## src/rtl/cali_sequencer.sv

```systemverilog
// DDR calibration sequencer: DRAM reset hold, PHY init, then per-lane write/read leveling
// with timeouts and a per-lane fail report. Read leveling exists only with CALI_RDLVL_EN defined.
module cali_sequencer #(
  parameter int LANES      = 4,
  parameter int CNT_W      = 16,
  parameter int STROBE_PER = 8
) (
  input  logic             core_clk,
  input  logic             core_arst,
  input  logic             cali_start,
  input  logic [CNT_W-1:0] cfg_rst_cycles,
  input  logic [CNT_W-1:0] cfg_timeout,
  output logic             cali_busy,
  output logic             cali_done,
  output logic             cali_fail,
  output logic [LANES-1:0] cali_fail_lanes,
  output logic [2:0]       cali_phase,
  output logic             dfi_reset_n,
  output logic             dfi_init_start,
  input  logic             dfi_init_complete,
  output logic [LANES-1:0] dfi_wrlvl_en,
  output logic [LANES-1:0] dfi_wrlvl_strobe,
  input  logic [LANES-1:0] dfi_wrlvl_resp,
  output logic [LANES-1:0] dfi_rdlvl_en,
  input  logic [LANES-1:0] dfi_rdlvl_resp
);

  localparam int                SW        = $clog2(STROBE_PER);
  localparam logic [SW-1:0]     STRB_LAST = SW'(STROBE_PER - 1);
  localparam logic [LANES-1:0]  ALL_LANES = {LANES{1'b1}};

  typedef enum logic [2:0] {
    S_IDLE      = 3'd0,
    S_RST_HOLD  = 3'd1,
    S_INIT_WAIT = 3'd2,
    S_WL        = 3'd3,
    S_RL        = 3'd4,
    S_DONE      = 3'd5,
    S_FAIL      = 3'd6
  } state_e;

  state_e             state_q, state_d;
  logic [CNT_W-1:0]   cnt_q, cnt_d;
  logic [SW-1:0]      strb_q, strb_d;
  logic [LANES-1:0]   sticky_q, sticky_d;
  logic [LANES-1:0]   flanes_q, flanes_d;
  logic               start_q;
  logic [CNT_W-1:0]   rst_cyc_q, tmo_q;

  logic               busy_q, busy_d;
  logic               done_q, done_d;
  logic               fail_q, fail_d;
  logic [LANES-1:0]   flo_q, flo_d;
  logic [2:0]         phase_q, phase_d;
  logic               rstn_q, rstn_d;
  logic               init_q, init_d;
  logic [LANES-1:0]   wlen_q, wlen_d;
  logic [LANES-1:0]   wstb_q, wstb_d;
  logic [LANES-1:0]   rden_q, rden_d;

  logic               start;
  logic               idle_like;
  logic               timeout;
  logic               leave;
  logic [CNT_W-1:0]   rst_last;
  logic [LANES-1:0]   lane_hit;

`ifndef CALI_RDLVL_EN
  logic unused_rdlvl_resp;
  assign unused_rdlvl_resp = ^dfi_rdlvl_resp;
`endif

  always_comb begin
    start     = cali_start & ~start_q;
    idle_like = (state_q == S_IDLE) || (state_q == S_DONE) || (state_q == S_FAIL);
    timeout   = (tmo_q != '0) && (cnt_q == tmo_q - CNT_W'(1));
    rst_last  = (rst_cyc_q == '0) ? '0 : rst_cyc_q - CNT_W'(1);
    lane_hit  = sticky_q;
    state_d   = state_q;
    flanes_d  = flanes_q;

    // Completion is tested before timeout so a response in the timeout cycle still passes.
    case (state_q)
      S_IDLE, S_DONE, S_FAIL: begin
        if (start) begin
          state_d  = S_RST_HOLD;
          flanes_d = '0;
        end
      end
      S_RST_HOLD: begin
        if (cnt_q == rst_last) state_d = S_INIT_WAIT;
      end
      S_INIT_WAIT: begin
        if (dfi_init_complete) begin
          state_d = S_WL;
        end else if (timeout) begin
          state_d  = S_FAIL;
          flanes_d = ALL_LANES;
        end
      end
      S_WL: begin
        lane_hit = sticky_q | dfi_wrlvl_resp;
        if (&lane_hit) begin
`ifdef CALI_RDLVL_EN
          state_d = S_RL;
`else
          state_d = S_DONE;
`endif
        end else if (timeout) begin
          state_d  = S_FAIL;
          flanes_d = ~lane_hit;
        end
      end
`ifdef CALI_RDLVL_EN
      S_RL: begin
        lane_hit = sticky_q | dfi_rdlvl_resp;
        if (&lane_hit) begin
          state_d = S_DONE;
        end else if (timeout) begin
          state_d  = S_FAIL;
          flanes_d = ~lane_hit;
        end
      end
`endif
      default: state_d = S_IDLE;
    endcase

    leave    = (state_d != state_q);
    sticky_d = leave ? '0 : lane_hit;
    cnt_d    = leave ? '0 : ((&cnt_q) ? cnt_q : cnt_q + CNT_W'(1));
    strb_d   = (leave || (strb_q == STRB_LAST)) ? '0 : strb_q + SW'(1);

    // Outputs are a registered image of the current state, one cycle behind it.
    busy_d  = ~idle_like;
    done_d  = (state_q == S_DONE);
    fail_d  = (state_q == S_FAIL);
    flo_d   = (state_q == S_FAIL) ? flanes_q : '0;
    phase_d = state_q;
    rstn_d  = (state_q != S_RST_HOLD);
    init_d  = (state_q == S_INIT_WAIT);
    wlen_d  = (state_q == S_WL) ? ALL_LANES : '0;
    wstb_d  = ((state_q == S_WL) && (strb_q == '0)) ? ~lane_hit : '0;
`ifdef CALI_RDLVL_EN
    rden_d  = (state_q == S_RL) ? ~lane_hit : '0;
`else
    rden_d  = '0;
`endif
  end

  always_ff @(posedge core_clk or posedge core_arst) begin
    if (core_arst) begin
      state_q  <= S_IDLE;
      cnt_q    <= '0;
      strb_q   <= '0;
      sticky_q <= '0;
      flanes_q <= '0;
      start_q  <= 1'b0;
      busy_q   <= 1'b0;
      done_q   <= 1'b0;
      fail_q   <= 1'b0;
      flo_q    <= '0;
      phase_q  <= 3'd0;
      rstn_q   <= 1'b1;
      init_q   <= 1'b0;
      wlen_q   <= '0;
      wstb_q   <= '0;
      rden_q   <= '0;
    end else begin
      state_q  <= state_d;
      cnt_q    <= cnt_d;
      strb_q   <= strb_d;
      sticky_q <= sticky_d;
      flanes_q <= flanes_d;
      start_q  <= cali_start;
      busy_q   <= busy_d;
      done_q   <= done_d;
      fail_q   <= fail_d;
      flo_q    <= flo_d;
      phase_q  <= phase_d;
      rstn_q   <= rstn_d;
      init_q   <= init_d;
      wlen_q   <= wlen_d;
      wstb_q   <= wstb_d;
      rden_q   <= rden_d;
    end
  end

  // Run configuration is only consumed outside IDLE, so it needs no reset.
  always_ff @(posedge core_clk) begin
    if (start && idle_like) begin
      rst_cyc_q <= cfg_rst_cycles;
      tmo_q     <= cfg_timeout;
    end
  end

  assign cali_busy        = busy_q;
  assign cali_done        = done_q;
  assign cali_fail        = fail_q;
  assign cali_fail_lanes  = flo_q;
  assign cali_phase       = phase_q;
  assign dfi_reset_n      = rstn_q;
  assign dfi_init_start   = init_q;
  assign dfi_wrlvl_en     = wlen_q;
  assign dfi_wrlvl_strobe = wstb_q;
  assign dfi_rdlvl_en     = rden_q;

endmodule
```

## config.mk

```make
export PLATFORM = sky130hd
export DESIGN_NAME = cali_sequencer
export DESIGN_NICKNAME = d
export VERILOG_FILES = /design/src/rtl/cali_sequencer.sv
export SDC_FILE = /design/constraint.sdc
export NUM_CORES = 1
export LEC_CHECK = 0
export ABC_AREA = 1
export CORE_MARGIN = 2
export CORE_UTILIZATION = 55
export DETAILED_ROUTE_END_ITERATION = 16
export PLACE_DENSITY = 0.88
export SYNTH_ARGS = -nofsm -noshare
export SYNTH_HDL_FRONTEND = slang
export SYNTH_SLANG_ARGS = --single-unit
```

## constraint.sdc

```tcl
create_clock -name core_clk -period 2.65 [get_ports core_clk]
set_input_delay 0.6625 -clock core_clk [delete_from_list [all_inputs] [get_ports core_clk]]
set_output_delay 0.6625 -clock core_clk [all_outputs]
set_load 0.05 [all_outputs]
```

==> impl_summary.txt, run 1 <==
----------------------------------------------------
[Timing]
  Crit path time final ... 2760 ps
  Fmax achieved ... 362 MHz
  Count of pins over their slew limit ... 0
  Clock skew ... 6.44 ps
  Slew margin rel. ... 63.5%
  Number of endpoints with negative hold slack in the final report ... 0
  Setup Viol. Count Final ... 24
  Portion of the clock cycle consumed by the worst path in the final layout ... 104%
  RSZ-0062 raised after global routing ... true
  Slew at the pin closest to its max-slew limit ... 543 ps
  Final setup margin ... -113 ps
  WHS ... 462 ps

[GRT]
  Number of antenna violations at the first check in global routing ... 0
  Maximum number of pins on one net before global-route repair ... 33
  Global-route wire length before repair ... 16900 um
  GRT Resource Usage Total ... 23.5%
  Overflow left after global routing ... 0
  Via count of the first global-routing pass ... 3920

[Synth]
  Predominant post-synthesis flop cell ... dfrtp_1
  Synthesized area per cell ... 7.80 um2
  Post-synth design cell area ... 4680 um2
  Number of unique standard cell types used by synthesis ... 37
  Gate count after technology mapping ... 600
  Adder-cell share of the synthesized area ... 1.60%
  Sequential element share of the synthesized area ... 46.2%
  Count of state elements after synthesis ... 80
  Top area cells in the synthesized netlist ... dfrtp_1, edfxtp_1, nand2_1
  Share of synthesized registers carrying an async set or reset ... 60.0%
  Post-Synth Simple-Gate Area ... 35.4%
  Count of synthesis-stage warnings from yosys ... 0
  Share of cell area taken by muxes after synthesis ... 0%
  Xor/xnor share of the synthesized area ... 3.18%
  Post-synth EDFFs ... 32
  Combinational family with the most area after synthesis ... simple AND/OR/NAND/NOR gates
  Synthesized-area fraction occupied by ao, oa, aoi and oai cells ... 4.86%
  Fraction of post-synthesis cell area in the top cell type by area ... 25.1%
  Cell taking the most area after synthesis ... dfrtp_1

[Critical path]
  Peak fanout along the critical path ... 7
  Arrival time at the worst endpoint ... 2990 ps
  CP cell instances ... inv_2 > ha_4 > buf_4 > nand2_1 > nand3_1 > nand2_1 > nor2_1 > nand2_1 > nor2_1 > nand2_1 > nor2_1 > nand4_1 > nand2_1 > nand4_1 > a211oi_1 > a21oi_1
  Delay contributed by the slowest stage of the critical path ... 450 ps
  Endpoint class of the critical path ... flip-flop
  Kind of critical path ... flip-flop to flip-flop
  CP max stage cell ... edfxtp_1
  Endpoint required time on the critical path ... 2880 ps
  Most prevalent standard cell on the critical path ... nand2_1
  Critical Path Start Type ... flip-flop

[Power]
  Sequential cell fraction of total power ... 36.9%
  Net switching power ... 1.71 mW
  Net switching share of the total power ... 37.9%
  Combinational share of power ... 40.6%
  Leakage ... 2.64 nW
  Peak supply drop ... 0.390 mV
  Design internal power ... 2.80 mW
  Post-layout total power ... 4.50 mW
  PwrDens ... 753 nW/um2
  Clock power frac ... 22.5%

[Run status]
  Violated checks ... negative setup slack
  Run status ... finished with violations

[Finish]
  Layout overhead on the synthesized area ... 27.7%
  Sequential Area ... 2160 um2
  Layout cell share with drive strength beyond 1 ... 17.7%
  Number of antenna cells inserted ... 0
  Post-route core utilization ... 72.8%
  Post-route standard cell area excluding fillers ... 5980 um2
  Multi-input combinational cell area ... 2240 um2
  Number of nets in the final layout ... 745
  # fillers ... 555

[Floorplan]
  Total Die Area ... 9270 um2
  Placeable core region ... 8220 um2
  Count of boundary I/O pins ... 68
  Chip Width ... 96.3 um
  Starting density of the core ... 57.0%
  Number of standard-cell rows in the floorplan ... 33
  Vertical die dimension ... 96.3 um

[Drt]
  Number of design rule violations left after detail routing ... 0
  Post-route ant nets ... 0
  Via count ... 4402
  Violation count after the first detailed-routing iteration ... 263
  WL per Instance ... 14.1 um
  Post-detailed-route via-to-cell ratio ... 5.47
  Total wire length after detailed routing ... 11400 um
  Detailed Routing Iterations Pass 1 ... 5

[Job]
  # Max-Cap Violations ... 0

[CTS]
  Number of levels in the clock H-tree ... 3
  CTS buffer count ... 9
  Clock tree root buffer cell ... clkbuf_8
  Clock Pin Slew Worst Setup and Hold Paths ... 80 ps
  Max Buffers Root-to-Sink ... 2
  Clock insertion delay at the later pin of the skew report ... 350 ps
  CTS tree ... yes
  Total number of clock tree sinks ... 80

[Hold path]
  Class of the tightest hold or removal check ... flip-flop to flip-flop

[Place]
  Estimated wirelength of the detail-placed design ... 7660 um
  Post-placement cell area ... 5380 um2
  Weighted congestion at the end of routability-driven global placement ... 0.964
  Number of port buffers ... 59

----------------------------------------------------
registers in the layout (all words and copies together), names as in the netlist:
signal            count
cali_busy             1
cali_done             1
cali_fail             1
cali_fail_lanes       4
cali_phase            3
cnt_q                16
dfi_init_start        1
dfi_reset_n           1
dfi_wrlvl_en          1
dfi_wrlvl_strobe      4
flanes_q              4
phase_d               3
rst_cyc_q            16
start_q               1
sticky_q              4
strb_q                3
tmo_q                16
metal layers:
| metal | part of all wire [%] | track usage, % | vias to the layer above |
|---|---|---|---|
| met2 | 50 | 40.5 | 200 |
| li1 | - | - | 2120 |
| met4 | 3.2 | 8.21 | 0 |
| met1 | 40 | 28.7 | 2040 |
| met3 | 7.0 | 5.95 | 42 |
| met5 | 0 | 0 | - |
through the flow:
| step | setup WS, ps | std cells | TNS [ps] |
|---|---|---|---|
| floorplan | 445 | 603 | 0 |
| global placement | 133 | 758 | 0 |
| detailed placement | 2.59 | 758 | 0 |
| CTS | 23.0 | 774 | 0 |
| global route | -211 | 805 | -3160 |
| finish | -113 | 805 | -1490 |
worst max-delay path, delay by kind of cell (launching register included):
family,cells,cell delay (ps)
buffers and inverters,2,210
adder cells (fa/ha/maj),1,160
AND/OR/NAND/NOR,11,1440
flip-flops,1,450
AO/OA/AOI/OAI,2,400
Yosys cell counts (all sizes together) (3+ instances only):
master,count
a211oi,4
clkbuf,3
nand3,58
edfxtp,32
nor3,10
xnor2,6
dfrtp,47
o21bai,5
xor2,11
ha,6
o21ai,15
buf,13
inv,78
nand3b,4
nand4,21
nor2,110
nand2,155
a21oi,11
power groups by stage:
| stage | Clock, mW | Sequential, mW | Combinational [mW] |
|---|---|---|---|
| 4_1_cts | 1.02 | 1.66 | 1.59 |
| 3_5_place_dp | 0 | 1.68 | 1.56 |
| 6_report | 1.01 | 1.66 | 1.83 |
| 5_1_grt | 1.08 | 1.68 | 2.00 |
| 3_3_place_gp | 0 | 1.66 | 1.51 |
| 2_1_floorplan | 0 | 1.81 | 1.00 |
area by class of cell:
cell class	count	area share, %
Multi-Input combinational cell	430	37.5
Sequential cell	80	36.2
Timing Repair Buffer	96	15.3
Inverter	78	4.90
Clock buffer	13	3.20
Tap cell	105	2.20
Clock inverter	3	0.712
timing repair:
action,4_1_cts,5_1_grt
resized for setup,4,30
pin swaps,2,22
buffers inserted,0,29
setup endpoints to repair,20,27
gates cloned,0,2
hold buffers,0,0
path summary, 6_finish.rpt:
kind                                            endpoint  slack (ps)                  start  cells after the start
max                              flanes_q[3]$_DFFE_PP0P_        -110     tmo_q[1]$_DFFE_PP_                     16
min                        dfi_wrlvl_strobe[1]$_DFF_PP0_         460  sticky_q[1]$_DFF_PP0_                      1
max reg2reg                      flanes_q[3]$_DFFE_PP0P_        -110     tmo_q[1]$_DFFE_PP_                     16
min reg2reg                dfi_wrlvl_strobe[1]$_DFF_PP0_         460  sticky_q[1]$_DFF_PP0_                      1
max in group asynchronous          dfi_reset_n$_DFF_PP1_        1510              core_arst                      3
min in group asynchronous        cali_phase[0]$_DFF_PP0_         550              core_arst                      2
cells by family after synthesis:
logic type      count (synthesis)
compound gates                 39
xor+xnor                       17
fa+ha+maj                       6
buf+inv                        94
flops                          80
other cells                     1
simple gates                  363
placed cells by master (no fill, tap or decap), drive strengths merged, types with 4 or more instances in the layout:
cell type and n:
nand3b 4, xor2 11, nor3 10, inv 79
clkbuf 14, nand4 21, a21oi 11, xnor2 6
dfrtp 47, nand2 156, a211oi 4, nor2 110
clkdlybuf4s50 59, ha 6, buf 36, nand3 58
o21bai 5, conb 4, edfxtp 32, o21ai 15
No activity file was read; power rests on OpenSTA's default activity.
==> run 2: changes to the inputs <==
--- a/config.mk
+++ b/config.mk
@@ -7,8 +7,10 @@
 export LEC_CHECK = 0
 export ABC_AREA = 1
+export CELL_PAD_IN_SITES_DETAIL_PLACEMENT = 1
+export CELL_PAD_IN_SITES_GLOBAL_PLACEMENT = 2
 export CORE_MARGIN = 2
-export CORE_UTILIZATION = 55
+export CORE_UTILIZATION = 32
 export DETAILED_ROUTE_END_ITERATION = 16
-export PLACE_DENSITY = 0.88
+export PLACE_DENSITY = 0.87
 export SYNTH_ARGS = -nofsm -noshare
 export SYNTH_HDL_FRONTEND = slang
==> constraint.sdc (replaced) <==
create_clock -name core_clk -period 2.65 [get_ports core_clk]
set_input_delay 0.6625 -clock core_clk [delete_from_list [all_inputs] [get_ports core_clk]]
set_output_delay 0.6625 -clock core_clk [all_outputs]
set_load 0.02 [all_outputs]
==> impl_summary.txt, run 2 (synthesis results as in run 1) <==
----------------------------------------------------
[Run status]
  Run status ... finished, final reports clean

[GRT]
  Met1 Track Usage GR ... 20.2% (-8.5 points)
  Global Route met2 Usage ... 29.8% (-11 points)
  Via count of the first global-routing pass ... 4389 (+12%)
  Maximum number of pins on one net before global-route repair ... 33 (unchanged)
  GRT Resource Usage Total ... 16.8% (-6.7 points)
  Grt met3 use ... 2.74% (-3.2 points)
  Global-route wire length before repair ... 21200 um (+26%)
  Number of antenna violations at the first check in global routing ... 0 (unchanged)
  Most Crowded Layer GR ... met2
  Overflow left after global routing ... 0 (unchanged)

[Hold path]
  Worst hold path startpoint ... sticky_q[1]$_DFF_PP0_
  Hold depth ... 1 (unchanged)
  Hold worst-path end ... dfi_wrlvl_strobe[1]$_DFF_PP0_
  Class of the tightest hold or removal check ... flip-flop to flip-flop

[Critical path]
  Top Family by Delay on Critical Path ... simple AND/OR/NAND/NOR gates
  CP max stage cell ... edfxtp_1
  FF-to-FF Start ... tmo_q[1]$_DFFE_PP_
  CP cell instances ... inv_2 > ha_4 > nand2_2 > nor2_2 > nand2_2 > nor2_4 > nand2_1 > nand2_1 > nand3_2 > nor2_2 > nand4_1 > buf_6 > a21oi_4 > nand2_2 > nand2_2 > nand2_2 > nand3_4 > clkbuf_16 > nor2_2
  Delay contributed by the slowest stage of the critical path ... 430 ps (-20 ps)
  Arrival time at the worst endpoint ... 2770 ps (-220 ps)
  CP Depth ... 19 (+3)
  Most prevalent standard cell on the critical path ... nand2_2
  Worst R2R Setup Slack ... 120 ps (+230 ps)
  Endpoint class of the critical path ... flip-flop
  Peak fanout along the critical path ... 8 (+1)
  Worst R2R End ... cnt_q[9]$_DFFE_PP0P_
  Buffer and inverter count on the worst path ... 3 (+1)
  Kind of critical path ... flip-flop to flip-flop
  Critical Path Start Type ... flip-flop
  Cell depth of the worst flop-to-flop path ... 19 (+3)
  Endpoint required time on the critical path ... 2890 ps (about the same)

[Timing]
  Crit path time final ... 2530 ps (-228 ps)
  Setup Viol. Count Final ... 0 (-100%)
  Slew at the pin closest to its max-slew limit ... 542 ps (-0.547 ps)
  Number of endpoints with negative hold slack in the final report ... 0 (unchanged)
  Portion of the clock cycle consumed by the worst path in the final layout ... 95.6% (-8.6 points)
  Slew margin rel. ... 63.8% (+0.32 points)
  Fmax achieved ... 395 MHz (+9.0%)
  Final setup margin ... 115 ps (+228 ps)
  Count of pins over their slew limit ... 0 (unchanged)
  RSZ-0062 raised after global routing ... true
  Clock skew ... 11.8 ps (+5.38 ps)

[Place]
  Placement-stage worst setup slack ... -7.03 ps (-9.62 ps)
  Inst Count DP ... 841 (+11%)
  Number of port buffers ... 59 (unchanged)
  Weighted congestion at the end of routability-driven global placement ... 0.841 (-13%)
  Estimated wirelength of the detail-placed design ... 9730 um (+27%)

[Finish]
  Final non-filler cell total ... 878 (+9.1%)
  # fillers ... 1746 (+210%)
  Biggest regs ... cnt_q (16), rst_cyc_q (16), tmo_q (16)
  Number of nets in the final layout ... 739 (-0.81%)
  Number of antenna cells inserted ... 0 (unchanged)
  Sequential Area ... 2160 um2 (unchanged)
  Layout overhead on the synthesized area ... 32.5%
  Highest-count cells in the layout ignoring fill and taps ... nand2_1, inv_1, nor2_1, clkdlybuf4s50_1, nand3_1
  Multi-input combinational cell area ... 2310 um2 (+3.0%)
  Commonest non-fill, non-tap cell in the layout ... nand2_1
  Layout cell share with drive strength beyond 1 ... 18.4% (+0.73 points)

[Power]
  Leakage ... 2.66 nW (+0.58%)
  Peak supply drop ... 0.516 mV (+32%)
  PwrDens ... 765 nW/um2 (+1.6%)

[Floorplan]
  Placeable core region ... 14400 um2 (+76%)
  Total Die Area ... 15600 um2 (+69%)
  Count of boundary I/O pins ... 68 (unchanged)
  Number of standard-cell rows in the floorplan ... 44 (+33%)
  Vertical die dimension ... 125 um (+30%)
  Chip Width ... 125 um (+30%)
  Starting density of the core ... 32.5% (-25 points)

[CTS]
  CTS tree ... yes
  Number of levels in the clock H-tree ... 3 (unchanged)
  Total number of clock tree sinks ... 80 (unchanged)
  Cts hold-fix bufs ... 0 (unchanged)
  Clock tree root buffer cell ... clkbuf_16
  Clock insertion delay at the later pin of the skew report ... 360 ps (about the same)
  Max Buffers Root-to-Sink ... 2 (unchanged)
  CTS buffer count ... 9 (unchanged)
  Clock Pin Slew Worst Setup and Hold Paths ... 70 ps (about the same)

[Job]
  # Max-Cap Violations ... 0 (unchanged)

[Drt]
  Violation count after the first detailed-routing iteration ... 147 (-44%)
  Post-detailed-route via-to-cell ratio ... 4.82 (-12%)
  Via count ... 4235 (-3.8%)
  WL per Instance ... 15.1 um (+6.8%)
  Detailed Routing Iterations Pass 1 ... 4 (-1)
  Total wire length after detailed routing ... 13200 um (+16%)
  Post-route ant nets ... 0 (unchanged)
  Number of design rule violations left after detail routing ... 0 (unchanged)

----------------------------------------------------
## run 2: metrics by stage
stage | power [mW] | instance area [um2] | TNS [ps] | util (%) | hold slack, ps
after global routing | 5.03 | 6200 | -1940 | 43.0 | 487
after detailed placement | 3.19 | 5520 | -9.24 | 38.3 | 457
after floorplan | 2.65 | 4690 | 0 | - | 431
final | 4.75 | 6200 | 0 | 43.0 | 468
after global placement | 3.12 | 5520 | 0 | 38.3 | 447
after CTS | 4.55 | 5860 | 0 | 40.6 | 466
## run 2: cell type report
| class | count | area share (%) |
|---|---|---|
| Clock buffer | 11 | 4.44 |
| Clock inverter | 5 | 0.746 |
| Inverter | 78 | 4.72 |
| Multi-Input combinational cell | 430 | 37.2 |
| Sequential cell | 80 | 34.9 |
| Tap cell | 184 | 3.71 |
| Timing Repair Buffer | 90 | 14.3 |
## run 2: worst max-delay path by stage
stage | from | to
global placement | tmo_q[0]$_DFFE_PP_ | cnt_q[9]$_DFFE_PP0P_
finish | tmo_q[1]$_DFFE_PP_ | cnt_q[9]$_DFFE_PP0P_
global route | tmo_q[1]$_DFFE_PP_ | cnt_q[15]$_DFFE_PP0P_
detailed placement | rst_cyc_q[2]$_DFFE_PP_ | cnt_q[10]$_DFFE_PP0P_
CTS | rst_cyc_q[2]$_DFFE_PP_ | cnt_q[10]$_DFFE_PP0P_
floorplan | rst_cyc_q[0]$_DFFE_PP_ | cnt_q[5]$_DFFE_PP0P_
## run 2: power breakdown
part | internal, mW | switching (mW) | total (mW)
logic | 0.746 | 1.01 | 1.75
clock network | 0.768 | 0.563 | 1.33
registers | 1.51 | 0.156 | 1.67
total | 3.02 | 1.72 | 4.75
## run 2: per-layer routing
layer / share of wire (%) / routed length, um
met5: 0 / 0
met4: 2.4 / 316
met3: 2.8 / 368
met1: 44 / 5830
met2: 51 / 6730
## run 2: worst register-to-register path: stages (launching register included)
cell       delay, ps
edfxtp_1         430
inv_2             90
ha_4             160
nand2_2           70
nor2_2           110
nand2_2           90
nor2_4           120
nand2_1           70
nand2_1           90
nand3_2           80
nor2_2           100
nand4_1          120
buf_6            160
a21oi_4          170
nand2_2           80
nand2_2           60
nand2_2           80
nand3_4          100
clkbuf_16        180
nor2_2            40
## run 2: what timing repair did
| action | CTS | global route |
|---|---|---|
| resized for setup | 4 | 45 |
| cloned | 0 | 2 |
| pin swaps | 0 | 20 |
| setup buffers | 1 | 18 |
| setup endpoints to repair | 20 | 27 |
==> run 3: changes to the inputs <==
CORE_MARGIN = 1   (was 2)
==> impl_summary.txt, run 3 (synthesis results as in run 1) <==
----------------------------------------------------
[Power]
  Net switching power ... 1.76 mW (+2.1%)
  Leakage ... 2.77 nW (+4.2%)
  Net switching share of the total power ... 36.1% (-0.25 points)
  PwrDens ... 769 nW/um2 (+0.44%)
  Combinational share of power ... 36.8% (about the same)
  Peak supply drop ... 0.454 mV (-12%)
  Clock power frac ... 29.2% (+1.2 points)
  Sequential cell fraction of total power ... 34.0% (-1.1 points)
  Design internal power ... 3.12 mW (+3.2%)

[Timing]
  Crit path time final ... 2540 ps (+6.14 ps)
  Count of pins over their slew limit ... 0 (unchanged)
  Setup Viol. Count Final ... 0 (unchanged)
  Fmax achieved ... 394 MHz (-0.24%)
  WHS ... 460 ps (-8.11 ps)
  Number of endpoints with negative hold slack in the final report ... 0 (unchanged)
  Slew at the pin closest to its max-slew limit ... 521 ps (-21.0 ps)
  Portion of the clock cycle consumed by the worst path in the final layout ... 95.9% (+0.23 points)
  Fin Setup TNS ... 0 ps (unchanged)
  Clock skew ... 9.94 ps (-1.89 ps)
  Slew margin rel. ... 65.2% (+1.4 points)

[Place]
  Post-placement cell area ... 5520 um2 (about the same)
  Weighted congestion at the end of routability-driven global placement ... 0.833 (-0.93%)
  Number of port buffers ... 59 (unchanged)
  Estimated wirelength of the detail-placed design ... 10000 um (+3.2%)

[Finish]
  Number of antenna cells inserted ... 0 (unchanged)
  Post-route core utilization ... 45.1% (+2.0 points)
  Highest-count cells in the layout ignoring fill and taps ... nand2_1, inv_1, nor2_1, clkdlybuf4s50_1, nand3_1
  Layout cell share with drive strength beyond 1 ... 21.5% (+3.0 points)
  Post-route standard cell area excluding fillers ... 6350 um2 (+2.4%)
  Commonest non-fill, non-tap cell in the layout ... nand2_1
  Biggest regs ... cnt_q (16), rst_cyc_q (16), tmo_q (16)
  Layout overhead on the synthesized area ... 35.6%
  Number of nets in the final layout ... 757 (+2.4%)

[Drt]
  Number of design rule violations left after detail routing ... 0 (unchanged)
  Detailed Routing Iterations Pass 1 ... 6 (+2)
  Violation count after the first detailed-routing iteration ... 100 (-32%)
  Total wire length after detailed routing ... 14100 um (+6.3%)
  Via count ... 4394 (+3.8%)
  Post-detailed-route via-to-cell ratio ... 4.93 (+2.1%)
  Post-route ant nets ... 0 (unchanged)
  WL per Instance ... 15.8 um (+4.6%)

[Hold path]
  Hold depth ... 1 (unchanged)
  Worst hold path startpoint ... strb_q[0]$_DFF_PP0_
  Class of the tightest hold or removal check ... flip-flop to flip-flop
  Hold worst-path end ... strb_q[0]$_DFF_PP0_

[Critical path]
  Buffer and inverter count on the worst path ... 2 (-1)
  FF-to-FF Start ... rst_cyc_q[5]$_DFFE_PP_
  Endpoint class of the critical path ... flip-flop
  Endpoint required time on the critical path ... 2880 ps (about the same)
  Worst R2R Setup Slack ... 110 ps (about the same)
  Kind of critical path ... flip-flop to flip-flop
  Arrival time at the worst endpoint ... 2770 ps (about the same)
  Delay contributed by the slowest stage of the critical path ... 460 ps (+30 ps)
  Top Family by Delay on Critical Path ... simple AND/OR/NAND/NOR gates
  CP cell instances ... nor2_4 > nand2_2 > nor2_4 > nand2_8 > buf_6 > nand3_1 > nand2_1 > nor2_2 > nand3_2 > nor2_4 > nand3_2 > nand2_2 > nand2_2 > nand2_1 > nand2_2 > nand3_4 > buf_12 > nor2_2
  Most prevalent standard cell on the critical path ... nand2_2
  Cell depth of the worst flop-to-flop path ... 18 (-1)
  CP max stage cell ... edfxtp_1
  Critical Path Start Type ... flip-flop
  Worst R2R End ... cnt_q[1]$_DFFE_PP0P_
  Peak fanout along the critical path ... 8 (unchanged)

[CTS]
  CTS buffer count ... 9 (unchanged)
  Clock tree root buffer cell ... clkbuf_16
  Total number of clock tree sinks ... 80 (unchanged)
  Clock Pin Slew Worst Setup and Hold Paths ... 70 ps (about the same)
  CTS tree ... yes
  Cts hold-fix bufs ... 0 (unchanged)
  Clock insertion delay at the later pin of the skew report ... 350 ps (about the same)
  Number of levels in the clock H-tree ... 3 (unchanged)
  Max Buffers Root-to-Sink ... 2 (unchanged)

[Floorplan]
  Placeable core region ... 14100 um2 (-2.3%)
  Vertical die dimension ... 123 um (-1.6%)
  Chip Width ... 123 um (-1.6%)
  Starting density of the core ... 33.2% (+0.75 points)
  Total Die Area ... 15100 um2 (-3.2%)
  Count of boundary I/O pins ... 68 (unchanged)
  Number of standard-cell rows in the floorplan ... 43 (-2.3%)

[GRT]
  Global-route wire length before repair ... 22100 um (+4.2%)
  Met1 Track Usage GR ... 23.0% (+2.9 points)
  Most Crowded Layer GR ... met2
  GRT Resource Usage Total ... 19.1% (+2.2 points)
  Maximum number of pins on one net before global-route repair ... 29 (-12%)
  Number of antenna violations at the first check in global routing ... 0 (unchanged)
  Grt met3 use ... 3.97% (+1.2 points)
  Overflow left after global routing ... 0 (unchanged)
  Via count of the first global-routing pass ... 4539 (+3.4%)
  Global Route met2 Usage ... 34.2% (+4.4 points)

[Job]
  # Max-Cap Violations ... 0 (unchanged)

[Run status]
  Run status ... finished, final reports clean

----------------------------------------------------
[run 3: cell types whose count changed in the layout (fill, tap and decap cells not counted), sizes merged]
cell    before  now
buf         30   49
clkbuf      12    9
bufinv       0    2
clkinv       1    0
inv         82   83
[run 3: power groups by stage]
stage               logic [mW]  clock network [mW]  registers [mW]
finish                    1.80                1.43            1.66
detailed placement        1.49                   0            1.69
CTS                       1.70                1.47            1.66
floorplan                0.949                   0            1.70
global placement          1.43                   0            1.68
global route              1.98                1.52            1.68
[run 3: layer usage]
layer  share of wire (%)  routed length, um
met1                  44               6150
met2                  53               7440
met3                 2.4                335
met4                 1.2                166
met5                   0                  0
[run 3: repair_timing]
| item | 4_1_cts | 5_1_grt |
|---|---|---|
| pin swaps | 5 | 21 |
| cloned | 1 | 1 |
| setup buffers | 6 | 29 |
| resized for setup | 14 | 44 |
| endpoints found under the setup margin | 24 | 27 |
[run 3: worst reg2reg max path: stages (launching register included)]
cell	delay (ps)
edfxtp_1	460
nor2_4	180
nand2_2	100
nor2_4	220
nand2_8	100
buf_6	150
nand3_1	60
nand2_1	70
nor2_2	100
nand3_2	110
nor2_4	160
nand3_2	90
nand2_2	90
nand2_2	60
nand2_1	70
nand2_2	80
nand3_4	120
buf_12	160
nor2_2	50
[run 3: area by class of cell]
type / count / area (um2)
Clock buffer: 9 / 225
Sequential cell: 80 / 2160
Timing Repair Buffer: 108 / 1010
Inverter: 78 / 293
Tap cell: 180 / 225
Fill cell: 1706 / 7740
Clock inverter: 7 / 109
Multi-Input combinational cell: 430 / 2320
[run 3: how the worst max path moves through the flow]
stage	from	end	slack, ps	cells past startpoint
final	rst_cyc_q[5]$_DFFE_PP_	cnt_q[1]$_DFFE_PP0P_	110	18
after global routing	rst_cyc_q[13]$_DFFE_PP_	cnt_q[3]$_DFFE_PP0P_	-70	17
after CTS	tmo_q[0]$_DFFE_PP_	sticky_q[1]$_DFF_PP0_	30	18
after detailed placement	tmo_q[0]$_DFFE_PP_	cnt_q[1]$_DFFE_PP0P_	-60	16
after global placement	tmo_q[0]$_DFFE_PP_	cnt_q[3]$_DFFE_PP0P_	20	16
after floorplan	rst_cyc_q[0]$_DFFE_PP_	cnt_q[5]$_DFFE_PP0P_	450	19
[run 3: through the flow]
stage	worst slack, ps	power [mW]	cells
2_1_floorplan	445	2.65	603
5_1_grt	-69.3	5.18	892
4_1_cts	34.4	4.83	862
3_5_place_dp	-61.9	3.18	839
3_3_place_gp	21.3	3.11	839
6_report	109	4.88	892
